[src/rtl/timebase_gen.sv]
// timebase_gen: one prescaler chain (tick_us / tick_ms strobes, no derived
// clocks) plus N_CH programmable countdown channels. Each channel runs
// one-shot or periodic on the us or ms base and raises a one-cycle pulse and a
// sticky flag on expiry.
//
// Optional feature: define TIMEBASE_SQUARE_EN to add the timer_us / timer_ms
// square-wave outputs, which toggle on every tick_us / tick_ms strobe.
module timebase_gen #(
  parameter int unsigned  CLK_HZ   = 50_000_000,
  parameter int unsigned  N_CH     = 4,
  parameter int unsigned  PERIOD_W = 16,
  localparam int unsigned CH_W     = (N_CH > 1) ? $clog2(N_CH) : 1
) (
  input  logic                CLK_50M,
  input  logic                RST,
  output logic                tick_us,
  output logic                tick_ms,
`ifdef TIMEBASE_SQUARE_EN
  output logic                timer_us,
  output logic                timer_ms,
`endif
  input  logic                wr_en,
  input  logic [CH_W-1:0]     wr_ch,
  input  logic [PERIOD_W-1:0] wr_period,
  input  logic [1:0]          wr_mode,
  input  logic [N_CH-1:0]     ch_enable,
  input  logic [N_CH-1:0]     ch_clr,
  output logic [N_CH-1:0]     ch_pulse,
  output logic [N_CH-1:0]     ch_flag,
  output logic [N_CH-1:0]     ch_busy
);

  // Clock cycles per microsecond and the width of the prescaler counter.
  localparam int unsigned DIV   = CLK_HZ / 1_000_000;
  localparam int unsigned DIV_W = (DIV > 1) ? $clog2(DIV) : 1;
  localparam int unsigned MS_W  = 10;

  // Elaboration-time parameter checks.
  if (DIV < 2) begin : g_chk_div
    $error("timebase_gen: CLK_HZ/1_000_000 must be >= 2");
  end
  if (N_CH < 1 || N_CH > 16) begin : g_chk_nch
    $error("timebase_gen: N_CH must be in 1..16");
  end
  if (PERIOD_W < 1) begin : g_chk_pw
    $error("timebase_gen: PERIOD_W must be >= 1");
  end

  // Mode bit positions within wr_mode.
  localparam int unsigned MODE_PERIODIC = 0;
  localparam int unsigned MODE_MS_BASE  = 1;

  typedef enum logic {
    CH_IDLE = 1'b0,
    CH_RUN  = 1'b1
  } ch_state_e;

  // ---------------------------------------------------------------------------
  // Prescaler chain
  // ---------------------------------------------------------------------------
  logic [DIV_W-1:0] cnt_q, cnt_d;
  logic [MS_W-1:0]  ms_cnt_q, ms_cnt_d;
  logic             tick_us_q, tick_us_d;
  logic             tick_ms_q, tick_ms_d;

  // Next-state of the us divider and the ms divider that counts tick_us.
  // NOTE: every signal assigned in an always_comb gets a default on entry, so no
  // path through the block can leave it unassigned and infer a latch.
  always_comb begin
    cnt_d     = cnt_q + DIV_W'(1);
    tick_us_d = 1'b0;
    if (cnt_q == DIV_W'(DIV - 1)) begin
      cnt_d     = '0;
      tick_us_d = 1'b1;
    end

    ms_cnt_d  = ms_cnt_q;
    tick_ms_d = 1'b0;
    if (tick_us_q) begin
      if (ms_cnt_q == MS_W'(999)) begin
        ms_cnt_d  = '0;
        tick_ms_d = 1'b1;
      end else begin
        ms_cnt_d = ms_cnt_q + MS_W'(1);
      end
    end
  end

  // Prescaler registers; the strobes are registered so they are glitch-free.
  // NOTE: sequential state is updated with non-blocking assignments so every
  // flop samples the pre-edge values regardless of statement order.
  always_ff @(posedge CLK_50M or posedge RST) begin
    if (RST) begin
      cnt_q     <= '0;
      ms_cnt_q  <= '0;
      tick_us_q <= 1'b0;
      tick_ms_q <= 1'b0;
    end else begin
      cnt_q     <= cnt_d;
      ms_cnt_q  <= ms_cnt_d;
      tick_us_q <= tick_us_d;
      tick_ms_q <= tick_ms_d;
    end
  end

  assign tick_us = tick_us_q;
  assign tick_ms = tick_ms_q;

`ifdef TIMEBASE_SQUARE_EN
  // ---------------------------------------------------------------------------
  // Square-wave compatibility outputs
  // ---------------------------------------------------------------------------
  logic timer_us_q;
  logic timer_ms_q;

  // Toggle on each strobe: periods of 2*DIV and 2000*DIV cycles.
  always_ff @(posedge CLK_50M or posedge RST) begin
    if (RST) begin
      timer_us_q <= 1'b0;
      timer_ms_q <= 1'b0;
    end else begin
      if (tick_us_q) timer_us_q <= ~timer_us_q;
      if (tick_ms_q) timer_ms_q <= ~timer_ms_q;
    end
  end

  assign timer_us = timer_us_q;
  assign timer_ms = timer_ms_q;
`endif

  // ---------------------------------------------------------------------------
  // Countdown channels
  // ---------------------------------------------------------------------------
  for (genvar c = 0; c < N_CH; c++) begin : g_ch
    ch_state_e           state_q, state_d;
    logic [PERIOD_W-1:0] rem_q, rem_d;
    logic [PERIOD_W-1:0] period_q, period_d;
    logic [1:0]          mode_q, mode_d;
    logic                pulse_q, pulse_d;
    logic                flag_q, flag_d;
    logic                wr_sel;
    logic                base_tick;
    logic                expire;

    // A write addresses this channel only on an exact index match, so indices
    // at or above N_CH select nothing.
    assign wr_sel    = wr_en && (wr_ch == CH_W'(c));
    assign base_tick = mode_q[MODE_MS_BASE] ? tick_ms_q : tick_us_q;

    // Channel FSM next-state: a write overrides any expiry in the same cycle;
    // a disabled channel ignores its base tick (ticks are dropped, not queued).
    always_comb begin
      state_d  = state_q;
      rem_d    = rem_q;
      period_d = period_q;
      mode_d   = mode_q;
      expire   = 1'b0;

      if (wr_sel) begin
        period_d = wr_period;
        mode_d   = wr_mode;
        rem_d    = wr_period;
        state_d  = (wr_period != '0) ? CH_RUN : CH_IDLE;
      end else begin
        case (state_q)
          CH_RUN: begin
            if (base_tick && ch_enable[c]) begin
              if (rem_q > PERIOD_W'(1)) begin
                rem_d = rem_q - PERIOD_W'(1);
              end else begin
                expire = 1'b1;
                if (mode_q[MODE_PERIODIC]) begin
                  rem_d = period_q;
                end else begin
                  state_d = CH_IDLE;
                end
              end
            end
          end
          default: begin
            state_d = CH_IDLE;
          end
        endcase
      end

      pulse_d = expire;
      // Setting the flag takes priority over a clear in the same cycle.
      if (expire) begin
        flag_d = 1'b1;
      end else if (ch_clr[c]) begin
        flag_d = 1'b0;
      end else begin
        flag_d = flag_q;
      end
    end

    // Channel state registers; reset leaves the channel idle with P=0, mode=0.
    always_ff @(posedge CLK_50M or posedge RST) begin
      if (RST) begin
        state_q  <= CH_IDLE;
        rem_q    <= '0;
        period_q <= '0;
        mode_q   <= '0;
        pulse_q  <= 1'b0;
        flag_q   <= 1'b0;
      end else begin
        state_q  <= state_d;
        rem_q    <= rem_d;
        period_q <= period_d;
        mode_q   <= mode_d;
        pulse_q  <= pulse_d;
        flag_q   <= flag_d;
      end
    end

    assign ch_pulse[c] = pulse_q;
    assign ch_flag[c]  = flag_q;
    assign ch_busy[c]  = (state_q == CH_RUN);
  end

endmodule

[config.mk]
export PLATFORM = sky130hd
export DESIGN_NAME = timebase_gen
export DESIGN_NICKNAME = d
export VERILOG_FILES = /design/src/rtl/timebase_gen.sv
export SDC_FILE = /design/constraint.sdc
export NUM_CORES = 1
export LEC_CHECK = 0
export CAP_MARGIN = 0
export CORE_ASPECT_RATIO = 1.75
export CORE_MARGIN = 2
export CORE_UTILIZATION = 46
export DETAILED_ROUTE_END_ITERATION = 7
export MAX_ROUTING_LAYER = met4
export PLACE_DENSITY_LB_ADDON = 0.3
export SETUP_SLACK_MARGIN = 0.05
export SLEW_MARGIN = 15
export SYNTH_ARGS = -nofsm -noshare
export SYNTH_HDL_FRONTEND = slang
export SYNTH_SLANG_ARGS = --single-unit
[constraint.sdc]
create_clock -name CLK_50M -period 7.86 [get_ports CLK_50M]
set_clock_uncertainty 0.1 [all_clocks]
set_input_delay 1.572 -clock CLK_50M [delete_from_list [all_inputs] [get_ports CLK_50M]]
set_output_delay 1.572 -clock CLK_50M [all_outputs]
set_load 0.05 [all_outputs]
After elaboration in Yosys (flattened, before gate mapping)
Cells that the tools add are included.

cells by class
  add/sub/neg operators = 6
  $lt $le $gt $ge = 4
  equal/unequal tests = 5
  multiplexer cells = 74
  reduce and logical (&&, ||, !) cells = 30

operators by type and width
  kind                                                                    number
  16-bit two-way mux                                                      20
  16-bit by 1-bit > comparator with 1-bit output (second input constant)  4
  16-bit by 1-bit subtractor with 16-bit output (second input constant)   4
  1-bit two-way mux                                                       52
  2-bit nonzero test                                                      12
  16-bit nonzero test                                                     1
  3-bit AND reduction                                                     4
  3-bit nonzero test                                                      4
  10-bit by 1-bit adder with 10-bit output (second input constant)        1
  10-bit equality test (second input constant)                            1
  10-bit two-way mux                                                      1
  1-bit logical AND                                                       8
  6-bit by 1-bit adder with 6-bit output (second input constant)          1
  6-bit equality test (second input constant)                             1
  6-bit two-way mux                                                       1
  2-bit equality test (second input constant)                             2
  2-bit by 1-bit equality test with 1-bit output (second input constant)  1
  2-bit logical NOT                                                       1

storage, ports and cells
  bits in registers = 166
  input bits = 31
  output and inout bits = 14
  logic and storage cells = 147

Logic depth before layout (Yosys ltp)
Gate-level depths: netlist of run 1.

  depth in word-level cells = 6
  depth in mapped cells = 10
  depth with buffers taken out = 8

Worst setup path after synthesis of run 1
OpenSTA, ideal clock, no wires.

  path type = input port to flip-flop
  start point = in wr_ch[1]
  end point = reg g_ch[0].rem_q[8]
  setup time = 126 ps
  arrival time = 2895 ps
  required time = 7634 ps
  path slack = 4739 ps
  stages = 6
  buffers on the path = 2
  cell sequence = or3b_2 -> clkbuf_1 -> nand2_1 -> clkbuf_1 -> a211oi_1 -> a221o_1

on the way
  longest elaborated chain between the ends = 4
  elaborated cells between the ends (all ways) = 7
  classes of those cells = mux: 1; reduce/logical: 6

ends and longest elaborated chain
  item                                                                       line  source
  start, declared                                                            23    input logic [CH_W-1:0] wr_ch,
  2-bit logical NOT (*)                                                      147   assign wr_sel = wr_en && (wr_ch == CH_W'(c));
  1-bit logical AND (*)                                                      147
  3-bit nonzero test (no source line) or 2-bit nonzero test (tied branches)  n/a
  3-bit AND reduction (no source line)                                       n/a
  end signal, assigned                                                       208   rem_q <= rem_d;
  end, declared                                                              136   logic [PERIOD_W-1:0] rem_q, rem_d;

Every way passes the cells marked *; elsewhere a longest branch is shown, timed or not.
A chain may end at the register's enable or synchronous reset.

Worst setup path after layout of run 1
  start point = reg tick_us_q, in the netlist tick_us
  end point = out tick_us

RTL lines
  item                    line  source
  start, declared         63    logic tick_us_q, tick_us_d;
  start signal, assigned  101   tick_us_q <= tick_us_d;
  end, declared           16    output logic tick_us,

No word-level cell between the ends.

==> results.txt, run 1 <==
- Run status: finished, final reports clean
- Clk_lat worst skew: ~0.44 ns
* Critical Path Source: tick_us
- Post-Syn Area per Cell: 8.518 µm²
- Least-Margin Pin Slew: 1.134 ns
- Hold Crit Class: register to register
- The synthesized design contains 0 enable-type register cells.
- Fraction of layout instances using a drive strength above 1: 0.05566
* Total core area: roughly 19,000 µm²
- After detailed placement, the total cell area comes to 9229 µm².
- The most critical setup path has its endpoint at tick_us.
- Yosys Warn Count: 0
* Worst setup EP type: output pin
- Sum of net half-perimeters after detailed placement: roughly 16 mm
- Crit-path cells: clkdlybuf4s50_1
- R2R depth: 6
- Port Buf Inserts: 44
* P per Cell Area: ~240 nW/µm²
- Once layout is complete, the utilization of the core stands at 0.5297.
- Total negative slack for setup checks: 0 ns
* First-pass GRT wire length: a little under 40 mm
- Die height: approximately 190 µm
* Area of the mapped netlist: between 8000 and 9000 µm²
- The finished cells cover 9842 µm².
* Routed via count: between 7,000 and 8,000
* Max Buffers Root-to-Sink: 2
- Highest attainable clock frequency: around 270 MHz
- After technology mapping, the gate count stands at approximately 1,000.
* Critical path start-end classification: register to output pin
- Number of pins with negative max-slew slack in the final report: 0
* Total Wirelength: 23.57 mm
* Hold slack: 0.3714 ns
- First DRT Iteration DRCs: slightly above 500
* RD Place Congestion: ~0.95
- For this run, the slowest stage of the critical path takes roughly 0.9 ns.
- Leakage dissipation: approximately 4.3 nW
* Predominant post-synthesis flop cell: sky130_fd_sc_hd__dfrtp_1
* CTS root buffer: sky130_fd_sc_hd__clkbuf_16
* Slew headroom: 0.2380
- In this run, distinct cell masters in the synthesized netlist total 61.
- Post-cts gate resize count: 0
- The synthesized design contains around 170 register bits.
- R2R Path End: g_ch[3].rem_q[4]
- IR analysis of the VDD net gives a maximum drop of 0.0001259 V.
- The number of setup buffers added after CTS is 0.
- In this run the remaining antenna-violating nets after routing total 0.
- Launching element type of the critical path: register
- Number of global-route vias before repair: ~7,400
- Setup violations remaining at the end of the flow were counted as 0.
- Relative to the synthesized area, the layout overhead comes to 12.50%.
- Critical R2R Launch: g_ch[3].rem_q[8]
- Of all flip-flops after synthesis, the portion carrying an async set or reset was 1.000.
- In this run the register-to-register setup slack is ~4.6 ns.
- 0 antenna diodes ended up in the layout.
- Sequential share of power: 0.463
- Number of placement rows: 66
- Of the total power, the share spent switching nets is 0.3099.
- H-Tree Level Count: 4
- Entering global routing, the biggest net connects 95 pins.
- The initial utilization of the core area, before any placement, comes to 0.4708.
- The floorplan step defined a die boundary enclosing between 20,000 and 25,000 µm².
- For this run, the register share of the synthesized area comes to 0.4748.
- Post-route DRC: 0
- Critical path's top delay family: buffers and inverters
* Setup repair after global routing missed its margin: no
* Cell with the largest stage delay on the worst path: sky130_fd_sc_hd__clkdlybuf4s50_1
- After clock tree synthesis, the clock-pin slew on the worst setup and hold paths is 0.06 ns.
- The number of buffers and inverters on the critical path is 1.
* Horizontal die dimension: between 100 and 150 µm
- In the finished design, the share of the clock period the worst path needs comes to 0.4632.
* Number of antenna violations at the first check in global routing: 0
- Drt via density: 5.936
- Of all nets on the critical path, the largest fanout is 13.
* Endpoint required time on the critical path: ~6.2 ns
- Of the total power, combinational logic draws 0.174.
* Final Hold Violating Endpoints: 0
- Across the run, the number of max-cap violations was 0.
* CTS Buf Count: 17
* Clock sink count: 166
- Routed len/inst: 18.42 µm
* Number of nets in the final layout: roughly 1,100
- The analysis attributes to net switching a power of about 0.00074 W.
- Internal portion of total power: 0.001650 W
* Number of search-and-repair iterations in the first detailed-routing pass: 6
* Clock tree from TritonCTS: built
- When the netlist entered floorplanning its net count stood at 1,069.
- Critical path arrival: roughly 2 ns
- Final Critical Period: about 3.6 ns
- Top-level I/O count: 45
- Overflow after GRT: 0
* Global-route usage over all layers: 0.2504
- Cts-stage hold buffer count: 0
* Part of the power in the clock network: 0.363
- In this run the number of cells on the critical path is 1.
## layout by cell type, fill, tap and decap left out, types with 5 or more instances in the layout
master                            instances
sky130_fd_sc_hd__nor3_1                  29
sky130_fd_sc_hd__mux2_2                   7
sky130_fd_sc_hd__xnor2_1                 19
sky130_fd_sc_hd__xor2_1                  16
sky130_fd_sc_hd__nand4_1                 14
sky130_fd_sc_hd__nand3_1                 38
sky130_fd_sc_hd__dfrtp_1                166
sky130_fd_sc_hd__a211oi_1                10
sky130_fd_sc_hd__a211o_1                  5
sky130_fd_sc_hd__nor2_1                  72
sky130_fd_sc_hd__o221ai_1                 6
sky130_fd_sc_hd__buf_4                    6
sky130_fd_sc_hd__a21oi_1                 42
sky130_fd_sc_hd__or4_1                    6
sky130_fd_sc_hd__o22ai_1                  8
sky130_fd_sc_hd__ha_1                    11
sky130_fd_sc_hd__clkdlybuf4s50_1         44
sky130_fd_sc_hd__a221o_1                 14
sky130_fd_sc_hd__clkinv_4                 5
sky130_fd_sc_hd__or3_1                   18
sky130_fd_sc_hd__and3_1                  11
sky130_fd_sc_hd__nor4_1                  16
sky130_fd_sc_hd__inv_1                   20
sky130_fd_sc_hd__a22oi_1                  7
sky130_fd_sc_hd__o31ai_1                 12
sky130_fd_sc_hd__o211ai_1                11
sky130_fd_sc_hd__a31oi_1                 13
sky130_fd_sc_hd__o21ai_0                 55
sky130_fd_sc_hd__nand2_1                274
sky130_fd_sc_hd__clkbuf_16               17
## worst register-to-register path, delay by kind of cell (launching register included)
kind / cells / cell delay, ns
compound gates: 2 / 0.41
flops: 1 / 0.45
simple gates: 4 / 2.13
## metrics by stage
stage	std cells	setup WS [ns]	power, W
2_1_floorplan	1027	1.698	0.001400
3_3_place_gp	1248	3.869	0.001519
3_5_place_dp	1248	3.844	0.001530
4_1_cts	1280	4.188	0.002396
5_1_grt	1280	4.149	0.002507
6_report	1280	4.219	0.002391
## kinds of logic after synthesis
group | Yosys count | share of synthesized area
xor gates and xnor gates | 35 | 0.03504
muxes | 9 | 0.01187
and+or+nand+nor | 505 | 0.2572
buffers and inverters | 88 | 0.04505
adders and majority gates | 11 | 0.01573
AOI/OAI and AO/OA | 213 | 0.1603
DFF | 166 | 0.4748
## Yosys cell counts (all sizes together) (4+ instances only)
library cell | number | area (µm²)
or4 | 8 | 67.56
or2 | 4 | 25.03
nand2 | 274 | 1028
o221ai | 6 | 52.55
clkbuf | 43 | 161.4
ha | 11 | 137.6
and3 | 11 | 68.82
o211ai | 11 | 82.58
dfrtp | 166 | 4154
a31oi | 13 | 81.33
mux2 | 8 | 93.84
xor2 | 16 | 140.1
nand4 | 14 | 87.58
xnor2 | 19 | 166.4
and2 | 4 | 25.02
a21oi | 43 | 215.2
o41ai | 4 | 35.03
inv | 21 | 78.83
a211o | 5 | 43.79
a211oi | 10 | 75.07
nor2 | 73 | 274.0
a22oi | 7 | 52.55
or3 | 18 | 112.6
nor3b | 5 | 37.54
nand3 | 38 | 190.2
nor4 | 16 | 100.1
o31a | 4 | 35.03
o22ai | 8 | 50.05
buf | 24 | 153.9
nor3 | 30 | 155.1
o31ai | 12 | 90.09
a221o | 14 | 140.1
o21ai | 58 | 290.3
## power groups by stage
stage | combinational (W) | sequential, W | clock (W)
global route | 0.000471 | 0.00112 | 0.000912
global placement | 0.000405 | 0.00111 | 0
finish | 0.000417 | 0.00111 | 0.000867
detailed placement | 0.000416 | 0.00111 | 0
CTS | 0.000417 | 0.00110 | 0.000877
floorplan | 0.000328 | 0.00107 | 0
## registers in the layout (all words and copies together), names as in the netlist
| name | count |
|---|---|
| g_ch.period_q | 64 |
| g_ch.rem_q | 64 |
| ms_cnt_q | 10 |
| g_ch.mode_q | 8 |
| cnt_q | 6 |
| g_ch.flag_q | 4 |
| g_ch.pulse_q | 4 |
| g_ch.state_q | 4 |
| tick_ms | 1 |
| tick_us | 1 |
## area by class of cell
| type | instances | area, µm² |
|---|---|---|
| Clock buffer | 20 | 466.7 |
| Timing Repair Buffer | 50 | 485.5 |
| Multi-Input combinational cell | 773 | 4212 |
| Tap cell | 238 | 297.8 |
| Fill cell | 1726 | 8738 |
| Sequential cell | 166 | 4154 |
| Inverter | 21 | 83.83 |
| Clock inverter | 12 | 142.6 |
## routing by layer
layer / up-vias / share of wire / track usage
met5: - / 0 / -
met4: 0 / 0.040 / 0.1203
met3: 64 / 0.039 / 0.03702
met2: 197 / 0.52 / 0.4081
met1: 3724 / 0.40 / 0.3013
li1: 3613 / - / -
## how the worst min path moves through the flow
stage,start,end,slack [ns],cells after the start
floorplan,g_ch[2].period_q[4],g_ch[2].period_q[4],0.34,2
global placement,g_ch[2].period_q[4],g_ch[2].period_q[4],0.35,2
detailed placement,g_ch[2].period_q[4],g_ch[2].period_q[4],0.36,2
CTS,g_ch[2].period_q[4],g_ch[2].period_q[4],0.37,2
global route,g_ch[2].period_q[2],g_ch[2].period_q[2],0.39,2
finish,g_ch[2].period_q[4],g_ch[2].period_q[4],0.37,2
(Power assumes the default switching activity.)
==> inputs of run 2 (changes only) <==
- clock period: 7.86 -> 3.5 ns (I/O delays scaled with it)
==> run 2 against run 1 <==
Wire length increased by 1.1%. Largest cell class unchanged. Power grew 120%. Largest power group unchanged. Final cell count is 2.6% higher.
==> results.txt, run 2 (synthesized netlist as in run 1, its figures left out) <==
- The run finished with clean final reports.
- The antenna diode instance count came to 0 (unchanged).
- The count of input and output buffers was 44 (unchanged).
* Max Buffers Root-to-Sink: 2 (unchanged)
* Horizontal die dimension: 108.2 µm (unchanged)
- Largest vdd supply drop: 0.0003096 V (+150%)
- The via count of the first global-routing pass came to 7,548 (+1.4%).
- The overall overflow remaining after global route was 0 (unchanged).
- The root buffer cell chosen for the clock tree is sky130_fd_sc_hd__clkbuf_16.
- RD Place Congestion: 0.9269 (-2.2%)
* Number of nets in the final layout: 1,104 (+3.1%)
- Total power draw: 0.005270 W (+120%)
- Timing would allow up to around 350 MHz.
* Setup violations, final: 0 (unchanged)
- The total detailed-routing wirelength is 23.84 mm (+1.1%).
- The count of buffer and inverter cells on the critical path is 0 (-1).
* Maximum number of pins on one net before global-route repair: 86 (-9.5%)
* First DRT Iteration DRCs: 446 (-14%)
- Final ANT Viol Nets: 0 (unchanged)
* Top-level I/O count: 45 (unchanged)
- Commonest cells after routing, fill and taps aside: 274 x sky130_fd_sc_hd__nand2_1, 166 x sky130_fd_sc_hd__dfrtp_1, 72 x sky130_fd_sc_hd__nor2_1
* Area of the die: 20,180 µm² (unchanged)
* Die height: 186.4 µm (unchanged)
- Max stage delay on crit path: 0.58 ns (-0.32 ns)
- The initial core utilization was 0.4708 (unchanged).
* Fraction of layout instances using a drive strength above 1: 0.08372 (+0.02806)
- The via total after detailed routing came to 7,693 (+1.3%).
- The maximum level of the CTS H-tree came to 4 (unchanged).
- The first-pass detailed-route iteration total is 4 (-2).
- The min-delay analysis places its worst path in the category register to register.
- Leaving out fill and tap cells, the most frequent cell in the layout is sky130_fd_sc_hd__nand2_1.
- First-pass GRT wire length: 39.14 mm (+1.8%)
* Critical path's top delay family: simple AND/OR/NAND/NOR gates
* Critical R2R Launch: g_ch[3].rem_q[8]
- Tracing the worst setup path back leads to its startpoint at g_ch[3].rem_q[8].
- Among all stages on the critical path, the largest delay is contributed by sky130_fd_sc_hd__or4_4.
- Setup repair after global routing missed its margin: no
- CTS Buf Count: 17 (unchanged)
- Final Hold Violating Endpoints: 0 (unchanged)
- Sum of net half-perimeters after detailed placement: 16.38 mm (+4.7%)
- The total power density per cell area is 522.8 nW/µm² (+120%).
* Post-route DRC: 0 (unchanged)
- Total negative slack for setup checks: 0 ns (unchanged)
* Number of antenna violations at the first check in global routing: 0 (unchanged)
* Drt via density: 5.859 (-1.3%)
- Number of placement rows: 66 (unchanged)
* Final clock period utilization by the worst path: 0.8143
* Clock tree from TritonCTS: built
* Endpoint required time on the critical path: 3.76 ns (-2.43 ns)
- The clock transition at the registers of the reported paths came to 0.07 ns (about the same).
* Crit-path cells: or4_4 > or4_4 > or2_1 > mux2_4 > o31a_1 > o21ai_1
- The clock net sink count was 166 (unchanged).
- Final Critical Period: between 2 and 3 ns
- The placeable core region was 18,580 µm² (unchanged).
* Clk_lat worst skew: 0.44 ns (about the same)
* Worst setup EP type: register
- In this design, the critical path's most frequently occurring cell is sky130_fd_sc_hd__or4_4.
- The data arrival time of the critical path is 3.11 ns (+1.14 ns).
* Number of setup buffers added after CTS: 0 (unchanged)
* Slew headroom: 0.5115 (+0.2735)
- Number of pins with negative max-slew slack in the final report: 0 (unchanged)
- The average wire per standard cell is 18.16 µm (-1.4%).
* Leakage dissipation: 4.505 nW (+3.6%)
- The largest fanout on the critical path is 15 (+2).
* Global-route usage over all layers: 0.2567 (+0.006308)
- Launching element type of the critical path: register
- Least-Margin Pin Slew: 0.7261 ns (-0.4082 ns)
- Area added between synthesis and finish: 15.23%
- Worst hold start: g_ch[3].period_q[5]
* Critical path start-end classification: register to register
* Registers with the most flip-flops: g_ch.period_q x64, g_ch.rem_q x64, ms_cnt_q x10
- Number of maximum-capacitance constraint violations: 0 (unchanged)
- The post-cts gate resize count was 0 (unchanged).
- The hold buffer count at CTS was 0 (unchanged).
==> run 2: cell count changes in the layout (fill, tap and decap cells not counted) <==
cell and delta:
sky130_fd_sc_hd__a21oi_1 +1, sky130_fd_sc_hd__a21oi_2 -1, sky130_fd_sc_hd__buf_12 +3, sky130_fd_sc_hd__buf_4 +30, sky130_fd_sc_hd__bufinv_16 -2, sky130_fd_sc_hd__clkbuf_8 -2, sky130_fd_sc_hd__clkinv_4 -2, sky130_fd_sc_hd__inv_6 +2
sky130_fd_sc_hd__inv_8 +4
==> run 2: area by class of cell <==
class                   count  area, µm²
fillers                  1694       8499
multi-input cells         773       4208
flip-flops and latches    166       4154
repair buffers             83      770.7
clock buffers              18      439.2
well taps                 238      297.8
clock inverters            14      128.9
inverters                  21      82.58
==> run 2: power breakdown <==
part | leakage (nW) | internal, W | total (W) | switching [W]
combinational | 2.13 | 0.000418 | 0.000972 | 0.000554
clock | 0.284 | 0.000962 | 0.00182 | 0.000862
sequential | 2.09 | 0.00219 | 0.00247 | 0.000281
==> run 2: path summary, 6_finish.rpt <==
kind / end / depth (start not counted) / slack, ns
min in group asynchronous: g_ch[3].state_q / 2 / 0.42
min reg2reg: g_ch[3].period_q[5] / 2 / 0.37
min: g_ch[3].period_q[5] / 2 / 0.37
max reg2reg: g_ch[3].rem_q[11] / 6 / 0.65
max in group asynchronous: g_ch[0].rem_q[15] / 3 / 2.21
max: g_ch[3].rem_q[11] / 6 / 0.65
==> run 2: through the flow <==
step | area [µm²] | util | cells | worst slack, ns | hold slack [ns]
after CTS | 10080 | 0.5426 | 1313 | 0.6528 | 0.3758
after detailed placement | 9513 | 0.5120 | 1281 | 0.6237 | 0.3580
final | 10080 | 0.5426 | 1313 | 0.6501 | 0.3712
after global placement | 9513 | 0.5120 | 1281 | 0.6357 | 0.3505
after floorplan | 8752 | - | 1027 | 0.5872 | 0.3371
after global routing | 10080 | 0.5426 | 1313 | 0.4581 | 0.3942
==> run 2: layer usage <==
metal | GRT usage | share of wire | up-vias | wire [µm]
met5 | - | 0 | - | 0
met1 | 0.2991 | 0.40 | 3741 | 9526
met4 | 0.1164 | 0.035 | 0 | 837
met2 | 0.4265 | 0.52 | 219 | 12330
met3 | 0.04611 | 0.048 | 62 | 1147
li1 | - | - | 3671 | -
==> run 2: worst min-delay path, stage by stage (launching register included) <==
cell	delay (ns)
sky130_fd_sc_hd__dfrtp_1	0.34
sky130_fd_sc_hd__nand2_1	0.05
sky130_fd_sc_hd__nand2_1	0.06
==> inputs of run 3 (changes only) <==
- clock period: 3.5 -> 2.6 ns (I/O delays scaled with it)
==> run 3 against run 2 <==
Combinational power rose by 55%. Clock power rose by 35%. Worst setup slack got worse by 0.57 ns. Fmax rose by 13%. Critical path depth rose by 1. Register-to-register slack got worse by 0.57 ns. Via count rose by 4.6%. Final cell count rose by 4.6%. Clock-buffer cell count rose by 2. Critical path type unchanged.
==> results.txt, run 3 (synthesized netlist as in run 1, its figures left out) <==
- Total core area: 18,580 µm² (unchanged)
- P per Cell Area: 682.2 nW/µm² (+30%)
* Critical R2R Launch: g_ch[3].rem_q[11]
- The post-route worst setup slack came to 0.07699 ns (-0.5731 ns).
* Comb power frac: 0.208 (+0.024)
- The non-filler instance count after layout came to 1,374 (+4.6%).
- Leakage dissipation: 4.820 nW (+7.0%)
- The net switching component of the power is 0.002246 W (+32%).
- STA classifies the critical path startpoint as a register.
* Number of antenna violations at the first check in global routing: 0 (unchanged)
- The minimum setup slack among reg-to-reg paths came to 0.08 ns (-0.57 ns).
* Critical path arrival: 2.76 ns (-0.35 ns)
- Worst setup EP type: register
* First DRT Iteration DRCs: 501 (+12%)
* Maximum number of pins on one net before global-route repair: 73 (-15%)
- The achievable clock frequency was 396.4 MHz (+13%).
* N_diodes: 0 (unchanged)
- The die boundary height was 186.4 µm (unchanged).
- Final clock period utilization by the worst path: 0.9704 (+0.1561)
- Post-route DRC: 0 (unchanged)
* Total power draw: 0.007268 W (+38%)
* R2R Path End: g_ch[3].rem_q[15]
- Registers with the most flip-flops: g_ch.period_q x64, g_ch.rem_q x64, ms_cnt_q x10
* Cells after DPL: 1,341 (+4.7%)
- The count of input and output buffers was 44 (unchanged).
- The total die area came to 20,180 µm² (unchanged).
* Overflow after GRT: 0 (unchanged)
- Sum of net half-perimeters after detailed placement: 18.27 mm (+12%)
- The internal power contribution came to 0.005022 W (+41%).
- The clock transition at the registers of the reported paths is 0.07 ns (about the same).
- Leaving out fill and tap cells, the most frequent cell in the layout is sky130_fd_sc_hd__nand2_1.
- The total count of max-transition violations in the final report came to 0 (unchanged).
* Number of placement rows: 66 (unchanged)
* Hold Crit Class: primary input to async pin
* Setup repair after global routing missed its margin: yes
- The via total after detailed routing came to 8,048 (+4.6%).
- The overall track demand over capacity in global routing was 0.2737 (+0.01700).
* Final Critical Period: 2.523 ns (-0.3269 ns)
* Total Wirelength: 25.68 mm (+7.7%)
- The maximum buffer depth of the clock tree is 2 (unchanged).
- Clock sink count: 166 (unchanged)
- CTS placed an instance of sky130_fd_sc_hd__clkbuf_16 at the clock tree root.
- Critical Path Source: g_ch[3].rem_q[11]
- Pre-CTS WS: 0.01735 ns (-0.6064 ns)
- Fraction of layout instances using a drive strength above 1: 0.1452 (+0.06153)
- The average wire per standard cell was 18.69 µm (+2.9%).
- Top-level I/O count: 45 (unchanged)
- Horizontal die dimension: 108.2 µm (unchanged)
- Largest vdd supply drop: 0.0004064 V (+31%)
* Commonest cells after routing, fill and taps aside: 274 x sky130_fd_sc_hd__nand2_1, 166 x sky130_fd_sc_hd__dfrtp_1, 97 x sky130_fd_sc_hd__buf_4
* Final Hold Violating Endpoints: 0 (unchanged)
- Clk_lat worst skew: 0.44 ns (about the same)
- Area added between synthesis and finish: 21.78%
* Switching portion of total power: 0.3090 (-0.01292)
* Final ANT Viol Nets: 0 (unchanged)
* Number of nets in the final layout: 1,168 (+5.8%)
* Capturing element of the worst setup path: g_ch[3].rem_q[15]
- The count of final setup violators is 0 (unchanged).
- Clock tree from TritonCTS: built
- Drt via density: 5.857 (about the same)
* Endpoint required time on the critical path: 2.84 ns (-0.92 ns)
- Part of the power in the clock network: 0.338 (-0.008)
- The first-pass detailed-route iteration total was 6 (+2).
- Number of maximum-capacitance constraint violations: 0 (unchanged)
* Initial Util: 0.4708 (unchanged)
* First-pass GRT wire length: 41.38 mm (+5.7%)
* Critical-path maximum fanout: 4 (-11)
- Slew headroom: 0.6163 (+0.1049)
* Least-Margin Pin Slew: 0.5695 ns (-0.1566 ns)
- R2R depth: 7 (+1)
* RD Place Congestion: 0.9761 (+5.3%)
- Critical path start-end classification: register to register
* Sequential share of power: 0.454 (-0.016)
- Run status: finished, final reports clean
- The maximum level of the CTS H-tree came to 4 (unchanged).
* CTS Buf Count: 17 (unchanged)
* Number of global-route vias before repair: 8,203 (+8.7%)
[run 3: cell count changes in the layout (fill, tap and decap cells not counted), sizes merged, moves of 2 or more]
cell,before,now
clkbuf,18,20
clkinv,4,6
inv,30,21
buf,39,103
[run 3: per-stage QoR]
| step | util | hold WS (ns) | area [µm²] | setup TNS (ns) |
|---|---|---|---|---|
| 4_1_cts | 0.5674 | 0.2556 | 10540 | 0 |
| 3_3_place_gp | 0.5369 | 0.3527 | 9976 | 0 |
| 3_5_place_dp | 0.5369 | 0.3574 | 9976 | 0 |
| 5_1_grt | 0.5734 | 0.2629 | 10650 | 0 |
| 6_report | 0.5734 | 0.2631 | 10650 | 0 |
| 2_1_floorplan | - | 0.3371 | 8752 | -22.04 |
[run 3: layer usage]
| layer | GRT usage | wire, µm |
|---|---|---|
| met1 | 0.3070 | 9882 |
| met2 | 0.4381 | 12750 |
| met3 | 0.04471 | 1270 |
| met4 | 0.1898 | 1772 |
| met5 | - | 0 |
[run 3: layout make-up]
cell class | instances | area [µm²]
Clock buffer | 20 | 466.7
Sequential cell | 166 | 4154
Inverter | 21 | 82.58
Timing Repair Buffer | 147 | 1264
Fill cell | 1636 | 7926
Multi-Input combinational cell | 773 | 4290
Tap cell | 238 | 297.8
Clock inverter | 9 | 98.84
[run 3: worst min path at each step]
stage	slack (ns)	end	startpoint	depth (start not counted)
global placement	0.35	g_ch[3].period_q[3]	g_ch[3].period_q[3]	2
finish	0.26	g_ch[2].period_q[0]	RST	2
global route	0.26	g_ch[2].rem_q[0]	RST	2
CTS	0.26	g_ch[2].rem_q[0]	RST	2
detailed placement	0.36	g_ch[3].period_q[1]	g_ch[3].period_q[1]	2
floorplan	0.34	g_ch[2].period_q[4]	g_ch[2].period_q[4]	2
[run 3: repair_timing]
| action | CTS | global route |
|---|---|---|
| endpoints found under the setup margin | 3 | 34 |
| setup buffers | 0 | 3 |
| resized for setup | 2 | 16 |
| gates cloned | 0 | 1 |
| hold buffers | 0 | 0 |
| pin swaps | 0 | 2 |
[run 3: power groups by stage]
stage	registers [W]	logic [W]	clock network (W)
floorplan	0.00324	0.000991	0
global placement	0.00332	0.00144	0
detailed placement	0.00332	0.00148	0
CTS	0.00329	0.00149	0.00249
global route	0.00336	0.00170	0.00259
finish	0.00330	0.00151	0.00245
[run 3: critical path: stages, from the launching register on]
cell                       delay [ns]
sky130_fd_sc_hd__dfrtp_1         0.38
sky130_fd_sc_hd__or4_4           0.53
sky130_fd_sc_hd__or4_4           0.43
sky130_fd_sc_hd__buf_4           0.17
sky130_fd_sc_hd__or3_1           0.38
sky130_fd_sc_hd__a21oi_2         0.16
sky130_fd_sc_hd__a311oi_1        0.06
sky130_fd_sc_hd__a311oi_1        0.22
